--- src/rtl/encoder_homing_sequencer.sv ---
// encoder_homing_sequencer: homes a DC-motor axis from its quadrature encoder and home switch.
// Seeks ccw to the switch, settles, zeroes the encoder, backs off cw, and watches for stall/abort.
module encoder_homing_sequencer #(
    parameter int CNT_W          = 32,
    parameter int STALL_TIMEOUT  = 50000,
    parameter int SETTLE_CYCLES  = 1000,
    parameter int BACKOFF_COUNTS = 200
) (
    input  logic             clk,
    input  logic             reset,
    input  logic             start,
    input  logic             abort,
    input  logic             home_sw,
    input  logic [CNT_W-1:0] enc_counter,
    input  logic             enc_cw,
    input  logic             enc_ccw,
    output logic             motor_en,
    output logic             motor_dir,
    output logic             enc_reset,
    output logic             busy,
    output logic             done,
    output logic             error,
    output logic [1:0]       err_code
);
    localparam int TW = $clog2(STALL_TIMEOUT);
    localparam int SW = $clog2(SETTLE_CYCLES + 1);

    typedef enum logic [2:0] {IDLE, SEEK, BRAKE, ZERO, WAITZ, BACKOFF, FINISH, ERROR} state_t;

    state_t        state_q, state_d;
    logic [1:0]    sync_q, sync_d, err_code_q, err_code_d;
    logic [TW-1:0] stall_q, stall_d;
    logic [SW-1:0] settle_q, settle_d;
    logic          motor_en_q, motor_en_d, motor_dir_q, motor_dir_d, enc_reset_q, enc_reset_d;
    logic          busy_q, busy_d, done_q, done_d, error_q, error_d;
    logic          home_s, pulse, stall, go, active, run;

    always_comb begin
        sync_d     = {sync_q[0], home_sw};
        home_s     = sync_q[1];
        pulse      = enc_cw | enc_ccw;
        stall      = stall_q == TW'(STALL_TIMEOUT - 1) && !pulse;
        go         = start && !abort;
        active     = state_q != IDLE && state_q != ERROR;
        state_d    = state_q;
        err_code_d = err_code_q;
        if (active && abort) begin
            state_d    = ERROR;
            err_code_d = 2'b11;
        end else begin
            case (state_q)
                IDLE, ERROR: if (go) begin
                    state_d    = home_s ? BRAKE : SEEK;
                    err_code_d = 2'b00;
                end
                SEEK: if (home_s) state_d = BRAKE;
                    else if (stall) begin
                        state_d    = ERROR;
                        err_code_d = 2'b01;
                    end
                BRAKE: if (settle_q == SW'(SETTLE_CYCLES - 1)) state_d = ZERO;
                ZERO: state_d = WAITZ;
                WAITZ: if (enc_counter == '0) state_d = BACKOFF;
                BACKOFF: if ($signed(enc_counter) >= $signed(CNT_W'(BACKOFF_COUNTS))) state_d = FINISH;
                    else if (stall) begin
                        state_d    = ERROR;
                        err_code_d = 2'b10;
                    end
                FINISH: state_d = IDLE;
            endcase
        end
        run         = state_d == SEEK || state_d == BACKOFF;
        // Timer restarts on every entry into a driving state and on any encoder step.
        stall_d     = (!run || state_d != state_q || pulse) ? '0 :
                      (stall_q == TW'(STALL_TIMEOUT - 1)) ? stall_q : stall_q + 1'b1;
        settle_d    = (state_q == BRAKE && state_d == BRAKE) ? settle_q + 1'b1 : '0;
        motor_en_d  = run;
        motor_dir_d = state_d == SEEK;
        // Pulses fire on leaving ZERO/FINISH normally, so an abort there suppresses them.
        enc_reset_d = state_q == ZERO && state_d == WAITZ;
        done_d      = state_q == FINISH && state_d == IDLE;
        busy_d      = state_d != IDLE && state_d != ERROR;
        error_d     = state_d == ERROR;
    end

    always_ff @(posedge clk) begin
        if (reset) begin
            state_q     <= IDLE;
            sync_q      <= '0;
            err_code_q  <= '0;
            stall_q     <= '0;
            settle_q    <= '0;
            motor_en_q  <= 1'b0;
            motor_dir_q <= 1'b0;
            enc_reset_q <= 1'b0;
            busy_q      <= 1'b0;
            done_q      <= 1'b0;
            error_q     <= 1'b0;
        end else begin
            state_q     <= state_d;
            sync_q      <= sync_d;
            err_code_q  <= err_code_d;
            stall_q     <= stall_d;
            settle_q    <= settle_d;
            motor_en_q  <= motor_en_d;
            motor_dir_q <= motor_dir_d;
            enc_reset_q <= enc_reset_d;
            busy_q      <= busy_d;
            done_q      <= done_d;
            error_q     <= error_d;
        end
    end

    assign motor_en  = motor_en_q;
    assign motor_dir = motor_dir_q;
    assign enc_reset = enc_reset_q;
    assign busy      = busy_q;
    assign done      = done_q;
    assign error     = error_q;
    assign err_code  = err_code_q;
endmodule

--- config.mk ---
export PLATFORM = sky130hd
export DESIGN_NAME = encoder_homing_sequencer
export DESIGN_NICKNAME = d
export VERILOG_FILES = /design/src/rtl/encoder_homing_sequencer.sv
export SDC_FILE = /design/constraint.sdc
export NUM_CORES = 1
export LEC_CHECK = 0
export ABC_AREA = 1
export BUFFER_PORTS_ARGS = -buffer_cell sky130_fd_sc_hd__buf_4
export CAP_MARGIN = 25
export CORE_UTILIZATION = 42
export DETAILED_ROUTE_END_ITERATION = 6
export HOLD_SLACK_MARGIN = 0.03
export PLACE_DENSITY = 0.68
export SLEW_MARGIN = 20
export SYNTH_ARGS = -nofsm -noshare
export SYNTH_HDL_FRONTEND = slang
export SYNTH_SLANG_ARGS = --single-unit
--- constraint.sdc ---
create_clock -name clk -period 1.84 [get_ports clk]
set_input_delay 0.276 -clock clk [delete_from_list [all_inputs] [get_ports clk]]
set_output_delay 0.276 -clock clk [all_outputs]
set_load 0.02 [all_outputs]
==> metrics.md <==
| Metric | Value |
|---|---|
| H-tree depth | `2` |
| Design Power | `0.00375 W` |
| Peak VDD IR | `0.812 mV` |
| Peak Freq | `562 MHz` |
| Yosys warning count | `0` |
| Ranking of synthesized cells by area | `dfxtp_1 34%, nand2_1 11%, nor2_1 10%` |
| Endpoint class of the critical path | `flop` |
| Initial Util | `44.3%` |
| Worst setup SP type | `flop` |
| WL/cell | `11.6 um` |
| Nets | `452` |
| Max_cap viols | `0` |
| Reg2Reg Depth | `10` |
| Clk Latency, worst-skew pair | `0.30 ns` |
| Max Root-Sink Buffers | `2` |
| Worst Hold Path Cells | `2` |
| Critical Path AT | `2.01 ns` |
| Pleak | `1.43 nW` |
| Drt first pass iters | `4` |
| Antenna-violating nets left | `0` |
| CTS tree | `done` |
| Seq cells post-synth | `39` |
| Global route total overflow | `0` |
| Cell Area, Synth | `2300 um^2` |
| Synth unique cells | `29` |
| Hpwl dp | `3770 um` |
| DRC viols | `0` |
| Endpoints failing setup | `0` |
| Die height | `76.1 um` |
| Tot GR Track Use | `18.0%` |
| Area grow syn2layout | `41.9%` |
| Critical path class | `flop to flop` |
| Worst path most repeated cell | `nor3_4` |
| Antenna Cells | `0` |
| P per Cell Area | `1150 nW/um^2` |
| Cell type with the largest total area after synthesis | `dfxtp_1` |
| Vias | `2337` |
| Outcome | `finished, final reports clean` |
| Syn Inst Count | `338` |
| First-pass GRT wire length | `8710 um` |
| Total die area | `5780 um^2` |
| GP Congestion | `0.883` |
| Seq/Total Area, Yosys | `33.9%` |
| Slew @ Worst Pin | `0.494 ns` |
| Reg2Reg Setup Slack | `0.06 ns` |
| Crit path required time | `2.07 ns` |
| Final hold viol count | `0` |
| Most frequent cells in the layout | `65 x nand2_1, 62 x buf_4, 53 x nor2_1` |
| Number of global-route vias before repair | `2165` |
| Final min period | `1.78 ns` |
| Count of pins over their slew limit | `0` |
| Antenna violations before repair | `0` |
| Leading cell type in the layout, fill and taps excluded | `nand2_1` |
| Layout cell share with drive strength beyond 1 | `34.7%` |
| Cts hold-fix bufs | `0` |
| Cells along the critical path | `inv_2, nand3_2, nand2_4, nand3_1, o21a_2, nand2_2, nor3_4, nand3_4, clkbuf_16, nor3_4` |
| TritonCTS buffer count | `5` |
| Core Rows | `26` |
| Pin count of the biggest net entering global routing | `19` |
| Crit share post-route | `96.8%` |
| Core region area | `5200 um^2` |
| Worst r2r dst | `stall_q[15]$_SDFFE_PP0N_` |
| RSZ-0062 raised after global routing | `yes` |
| Setup Skew | `0.0100 ns` |
| Die outline width | `76.1 um` |
| Avg Inst Size Synth | `6.81 um^2` |
| Root buffer cell | `clkbuf_8` |
| Fill count | `472` |
| Max stage delay on crit path | `0.40 ns` |
| DR iter-0 viols | `89` |
| Hold Path Sink | `sync_q[1]$_SDFF_PP0_` |
| Slew HR | `66.8%` |
| Synthesized net count | `379` |
| Crit-path slowest cell | `dfxtp_4` |
| Crit-path max FO | `5` |
| IO Pins | `47` |
| Reg2reg start | `state_q[1]$_SDFF_PP0_` |
| Final WL | `5600 um` |
| Worst Hold Class | `input port to flop` |
| Via-to-Cell Ratio | `4.85` |
| Post-layout util | `62.8%` |
| HP Start | `reset` |
| Clock-pin transition on the worst setup and hold timing paths | `0.09 ns` |
| Buffers on Ports | `46` |
| Top cell type's share of synthesized area | `33.9%` |
| CTS sink count | `39` |
==> worst max-delay path by stage <==
stage / start / to / depth (start not counted)
2_1_floorplan: stall_q[0]$_SDFFE_PP0N_ / stall_q[10]$_SDFFE_PP0N_ / 11
3_3_place_gp: enc_counter[13] / stall_q[3]$_SDFFE_PP0N_ / 12
3_5_place_dp: enc_counter[13] / stall_q[8]$_SDFFE_PP0N_ / 12
4_1_cts: state_q[0]$_SDFF_PP0_ / settle_q[3]$_SDFF_PP0_ / 10
5_1_grt: stall_q[2]$_SDFFE_PP0N_ / stall_q[13]$_SDFFE_PP0N_ / 10
6_report: state_q[1]$_SDFF_PP0_ / stall_q[15]$_SDFFE_PP0N_ / 10
==> repair_timing <==
action / in CTS / in global routing
resized for setup: 1 / 53
pin swaps: 1 / 7
endpoints found under the setup margin: 16 / 29
cloned: 0 / 4
buffers inserted: 1 / 4
hold endpoints to repair: 0 / 0
==> flip-flops by register name (all words and copies together), names as in the netlist <==
name and cells:
err_code 2, done 1, enc_reset 1, state_q 3, motor_en 1, error 1, motor_dir 1, busy 1
settle_q 10, stall_q 16, sync_q 2
==> final cells by class <==
type	instances	area [um^2]	area share [%]
tap	70	87.6	2.68
sequential	39	797	24.4
inverter	56	215	6.58
multi-input combinational	241	1470	44.8
clock inverter	3	43.8	1.34
clock buffer	5	68.8	2.10
timing repair buffer	68	592	18.1
==> metal layers <==
layer	part of all wire (%)	up-vias	routed length, um	track usage (%)
met1	43	1075	2410	20.8
met3	3.5	8	196	3.95
met2	52	41	2920	33.0
met5	0	-	0	0
li1	-	1213	-	-
met4	1.4	0	77	5.19
==> synthesized netlist by cell type <==
master    instances
o21a_2            1
nor2_1           62
clkinv_1          1
nand2_4           2
nand2_2           1
xnor2_1           3
a21oi_1           6
nand3_2           3
o21ai_0           5
nor3_2           10
xor2_1           14
nand2_1          68
o21a_1            1
dfxtp_1          39
inv_1            49
nand3_1          26
nand4_2           1
ha_1              2
nor2_2            2
o211ai_1          2
buf_6             2
inv_2             6
nand3b_4          1
nand4_1           9
nor3_1           16
nor4_1            2
nand3_4           1
nor3b_2           2
nor3_4            1
==> through the flow <==
stage / hold WS, ns / setup TNS [ns] / cells / setup slack [ns] / instance area, um^2
2_1_floorplan: 0.345 / 0 / 338 / 0.118 / 2300
3_3_place_gp: 0.392 / -0.442 / 465 / -0.0355 / 2820
3_5_place_dp: 0.402 / -1.63 / 465 / -0.124 / 2820
4_1_cts: 0.175 / 0 / 474 / 0.0111 / 2960
5_1_grt: 0.181 / -0.542 / 482 / -0.0765 / 3270
6_report: 0.170 / 0 / 482 / 0.0598 / 3270
==> power breakdown <==
part	internal [W]	switching [W]	leakage (nW)
logic	0.000859	0.00111	1.05
registers	0.000964	0.0000918	0.320
clock network	0.000404	0.000321	0.0581
==> worst max-delay path: cells and delay by family (launching register included) <==
family,cells,cell delay (ns)
AND/OR/NAND/NOR,7,0.87
AO/OA/AOI/OAI,1,0.15
buffers and inverters,2,0.28
flip-flops,1,0.40
==> kinds of logic (layout without fill, tap and decap cells) <==
| logic type | after synthesis | after routing | synth area share, % |
|---|---|---|---|
| adders and majority gates | 2 | 2 | 1.09 |
| xor gates and xnor gates | 17 | 17 | 6.46 |
| buffers and inverters | 58 | 132 | 10.1 |
| and+or+nand+nor | 207 | 207 | 44.7 |
| AOI/OAI and AO/OA | 15 | 15 | 3.75 |
| DFF | 39 | 39 | 33.9 |
Note: power is estimated with default switching activity, not from simulation.
